## src/rtl/dmem_access_ctrl.sv

```systemverilog
// Data-memory access sequencer: one wait-state memory transaction per MEM-stage load/store,
// with legality checks, byte-lane alignment, load extension and an ack timeout.
module dmem_access_ctrl #(
    parameter int TIMEOUT = 16
) (
    input  logic        clk,
    input  logic        rst,
    input  logic        req_rd,
    input  logic        req_wr,
    input  logic [31:0] addr,
    input  logic [31:0] wdata,
    input  logic [1:0]  whb,
    input  logic        su,
    output logic        stall,
    output logic        done,
    output logic [31:0] rdata,
    output logic        err,
    output logic        cs_d_n,
    output logic        mem_rd,
    output logic        mem_wr,
    output logic [31:0] mem_addr,
    output logic [3:0]  mem_be,
    output logic [31:0] mem_wdata,
    input  logic [31:0] mem_rdata,
    input  logic        mem_ack
);

    // state  | meaning
    // IDLE   | waiting for a request; legality checked here
    // ACCESS | memory strobed, waiting for mem_ack or timeout
    // RESP   | done pulse, err reflects the captured flag
    typedef enum logic [1:0] {IDLE, ACCESS, RESP} state_t;

    state_t      state_q, state_d;
    logic [7:0]  cnt_q, cnt_d;
    logic        err_q, err_d;
    logic        is_rd_q, is_rd_d;
    logic        su_q, su_d;
    logic [1:0]  lane_q, lane_d;
    logic [1:0]  whb_q, whb_d;
    logic [29:0] addr_q, addr_d;
    logic [3:0]  be_q, be_d;
    logic [31:0] wdata_q, wdata_d;
    logic [31:0] rdata_q, rdata_d;

    logic        legal;
    logic [3:0]  be_c;
    logic [31:0] wdata_c;
    logic [7:0]  byte_sel;
    logic [15:0] half_sel;
    logic [31:0] load_c;

    always_comb begin
        legal   = ~(req_rd & req_wr);
        be_c    = 4'b1111;
        wdata_c = wdata;
        case (whb)
            2'b00: begin
                be_c    = 4'b0001 << addr[1:0];
                wdata_c = {4{wdata[7:0]}};
            end
            2'b01: begin
                if (addr[0]) legal = 1'b0;
                be_c    = 4'b0011 << {addr[1], 1'b0};
                wdata_c = {2{wdata[15:0]}};
            end
            2'b10: if (addr[1:0] != 2'b00) legal = 1'b0;
            default: legal = 1'b0;
        endcase
    end

    // Lane selection uses the registered low address bits, not the live request.
    always_comb begin
        byte_sel = mem_rdata[7:0];
        case (lane_q)
            2'd1:    byte_sel = mem_rdata[15:8];
            2'd2:    byte_sel = mem_rdata[23:16];
            2'd3:    byte_sel = mem_rdata[31:24];
            default: byte_sel = mem_rdata[7:0];
        endcase
        half_sel = lane_q[1] ? mem_rdata[31:16] : mem_rdata[15:0];
        case (whb_q)
            2'b00:   load_c = {{24{~su_q & byte_sel[7]}}, byte_sel};
            2'b01:   load_c = {{16{~su_q & half_sel[15]}}, half_sel};
            default: load_c = mem_rdata;
        endcase
    end

    always_comb begin
        state_d = state_q;
        cnt_d   = cnt_q;
        err_d   = err_q;
        is_rd_d = is_rd_q;
        su_d    = su_q;
        lane_d  = lane_q;
        whb_d   = whb_q;
        addr_d  = addr_q;
        be_d    = be_q;
        wdata_d = wdata_q;
        rdata_d = rdata_q;
        case (state_q)
            IDLE: begin
                cnt_d = 8'd0;
                if (req_rd | req_wr) begin
                    if (legal) begin
                        state_d = ACCESS;
                        err_d   = 1'b0;
                        is_rd_d = req_rd;
                        su_d    = su;
                        lane_d  = addr[1:0];
                        whb_d   = whb;
                        addr_d  = addr[31:2];
                        be_d    = be_c;
                        wdata_d = wdata_c;
                    end else begin
                        state_d = RESP;
                        err_d   = 1'b1;
                    end
                end
            end
            ACCESS: begin
                cnt_d = cnt_q + 8'd1;
                if (mem_ack) begin
                    state_d = RESP;
                    err_d   = 1'b0;
                    if (is_rd_q) rdata_d = load_c;
                end else if (cnt_q == 8'(TIMEOUT - 1)) begin
                    state_d = RESP;
                    err_d   = 1'b1;
                end
            end
            RESP: begin
                state_d = IDLE;
                cnt_d   = 8'd0;
            end
            default: state_d = IDLE;
        endcase
    end

    always_ff @(posedge clk or posedge rst) begin
        if (rst) begin
            state_q <= IDLE;
            cnt_q   <= 8'd0;
            err_q   <= 1'b0;
            is_rd_q <= 1'b0;
            su_q    <= 1'b0;
            lane_q  <= 2'd0;
            whb_q   <= 2'd0;
            addr_q  <= 30'd0;
            be_q    <= 4'd0;
            wdata_q <= 32'd0;
            rdata_q <= 32'd0;
        end else begin
            state_q <= state_d;
            cnt_q   <= cnt_d;
            err_q   <= err_d;
            is_rd_q <= is_rd_d;
            su_q    <= su_d;
            lane_q  <= lane_d;
            whb_q   <= whb_d;
            addr_q  <= addr_d;
            be_q    <= be_d;
            wdata_q <= wdata_d;
            rdata_q <= rdata_d;
        end
    end

    assign cs_d_n    = (state_q != ACCESS);
    assign mem_rd    = (state_q == ACCESS) & is_rd_q;
    assign mem_wr    = (state_q == ACCESS) & ~is_rd_q;
    assign mem_addr  = {addr_q, 2'b00};
    assign mem_be    = be_q;
    assign mem_wdata = wdata_q;
    assign done      = (state_q == RESP);
    assign err       = (state_q == RESP) & err_q;
    assign rdata     = rdata_q;
    assign stall     = (req_rd | req_wr) & ~done;

endmodule

```

## config.mk

```make
export PLATFORM = sky130hd
export DESIGN_NAME = dmem_access_ctrl
export DESIGN_NICKNAME = d
export VERILOG_FILES = /design/src/rtl/dmem_access_ctrl.sv
export SDC_FILE = /design/constraint.sdc
export NUM_CORES = 1
export LEC_CHECK = 0
export ABC_AREA = 1
export CORE_UTILIZATION = 64
export DETAILED_ROUTE_END_ITERATION = 7
export DONT_BUFFER_PORTS = 1
export GPL_TIMING_DRIVEN = 0
export PLACE_DENSITY = 0.8
export SLEW_MARGIN = 25
export SYNTH_ARGS = -nofsm -noshare
export SYNTH_HDL_FRONTEND = slang
export SYNTH_SLANG_ARGS = --single-unit
```

## constraint.sdc

```tcl
create_clock -name clk -period 5.3 [get_ports clk]
set_input_delay 1.59 -clock clk [delete_from_list [all_inputs] [get_ports clk]]
set_output_delay 1.59 -clock clk [all_outputs]
set_load 0.1 [all_outputs]
```

==> reports/summary.txt <==
Slew headroom = 29.5%
Crit end category = output pin
Layout Utilization = 74.9%
Grt total ovfl = 0
CP max FO = 8
Mapped cell area = 5770 um2
Final ANT Viol Nets = 0
Worst Path Arrival = 2.59 ns
Clk Tree Root Cell = clkbuf_8
Worst Tran Pin Value = 1.06 ns
Worst slack at placement = 1.51 ns
Asr flop ratio synth = 100%
Horiz. Die Dim = 97.0 um
Largest area contributor in the netlist = dfrtp_1
Initial core utilization = 66.2%
Initial antenna violation count = 0
Core Box Area = 8720 um2
DR vias/cell = 6.03
Area Growth Syn to Fin = 13.2%
MaxCap Viol Count = 0
Ratio of cells with drive above 1 in the final layout = 10.5%
Number of global-route vias before repair = 5350
Required @ worst endpoint = 3.71 ns
Clock transition at path regs = 0.07 ns
Post-route DRC = 0
DRT iter0 DRCs = 332
Setup Viol. Count Final = 0
Die ar. = 9400 um2
Num CTS Buffers = 17
Dpl hpwl = 11300 um
Tcrit/Tclk final = 78.9%
Buffers on Ports = 0
Die height = 97.0 um
Distinct cells, synth = 29
Drt wl/cell = 17.7 um
Top FF cell, synth = dfrtp_1
Setup bufs post-CTS = 0
First-pass GRT wire length = 25800 um
Warnings from Yosys = 0
Top cells by count, synth = nand2_1, dfrtp_1, nand4_1
I/O pin cnt = 210
Top area cells in the synthesized netlist = dfrtp_1, nand2_1, nand4_1
Post-synth top area share = 49.8%
Post-synth EDFFs = 0
Floorplan row count = 34
Post-Route WL = 15900 um
Drt pass-1 iters = 6
H-tree Lvls = 4
Deepest clock path buffer count = 2
Status = completed
Min Tclk post-route = 4.18 ns
Setup TNS after final layout = 0 ns
WS Path Type = reg2out
Clock sinks = 115
Syn Area/Cell = 7.62 um2
Seq/Total Area, Yosys = 49.8%
DP Area = 5960 um2
Seq cells post-synth = 115
Final instance area = 6540 um2
Post-synthesis cell count = 758
Fmax = 0.239 GHz
Antenna fix cells = 0
Fin worst setup slack = 1.12 ns
CTS Hold Bufs = 0
Final hold vios = 0
Routability cong. = 0.921
Resized Gates After CTS = 0
Final-report max-slew violation count = 0
Startpoint Class = flop
Hold Path Class = reg2reg
Overall Global Routing Usage = 34.7%
Top-count cell post-synth = nand2_1
Vias = 5423
RSZ-0062 raised after global routing = no
TritonCTS clock tree = built
Pin count of the biggest net entering global routing = 60
Worst-Skew Late Latency = 0.53 ns
Clock Skew = 0.0107 ns
Post-layout nets = 884
[final timing paths]
kind | start | to | slack (ns) | cells after the start
worst max-delay path | state_q[1] | mem_wr | 1.12 | 4
worst min-delay path | su_q | su_q | 0.49 | 2
worst max register to register | state_q[1] | rdata[25] | 3.12 | 8
worst min register to register | su_q | su_q | 0.49 | 2
max in group asynchronous | rst | addr_q[19] | 3.65 | 2
min in group asynchronous | rst | cnt_q[4] | 0.99 | 1
[placed cells by master, fill, tap and decap left out, types with 3 or more instances in the layout]
cell and n:
nor3_1 3, inv_2 6, inv_6 6, dfrtp_1 115, inv_1 26, nand4_1 80
nor2_4 3, buf_4 10, o21ai_0 22, clkbuf_16 16, clkbuf_1 22, nand2_2 3
nor2_2 6, buf_2 17, inv_8 5, nand2_1 321, nor2_1 33, a21oi_1 51
nand3_1 24
[critical path, stage by stage (launching register included)]
cell     delay, ns
dfrtp_1       0.36
buf_2         0.16
inv_2         0.13
nand2_2       0.43
nor2_2        0.99
[layout make-up]
cell class / instances / area [um2]
Inverter: 34 / 133
Multi-Input combinational cell: 559 / 2530
Fill cell: 650 / 2190
Tap cell: 108 / 135
Sequential cell: 115 / 2880
Clock buffer: 17 / 414
Clock inverter: 15 / 156
Timing Repair Buffer: 1 / 27.5
Buffer: 51 / 265
[through the flow]
step,cells,hold slack (ns)
floorplan,759,0.442
global placement,867,0.458
detailed placement,868,0.475
CTS,900,0.493
global route,900,0.511
finish,900,0.490
[logic make-up (layout without fill, tap and decap cells)]
group | count (synthesis) | count (layout) | share of synthesized area [%]
AOI/OAI and AO/OA | 78 | 78 | 6.98
adders and majority gates | 1 | 1 | 0.217
buffers and inverters | 85 | 118 | 6.81
DFF | 115 | 115 | 49.8
other | 1 | 2 | 0.0650
and+or+nand+nor | 478 | 478 | 36.1
[state kept, by name, summed over array words and instances, names as in the netlist, 2 cells and up]
signal,flops
addr_q,30
mem_wdata,32
whb_q,2
cnt_q,8
lane_q,2
state_q,2
rdata,32
mem_be,4
[metal layers]
metal	track usage, %	vias to the layer above	routed length (um)
met3	11.5	51	1740
met2	57.3	310	7850
met4	16.3	0	519
met5	0	-	0
li1	-	2543	-
met1	40.8	2519	5780
Power is left out: the tool's default activity adds up to more than one toggle a clock period on the data nets, which glitch-free logic cannot reach.
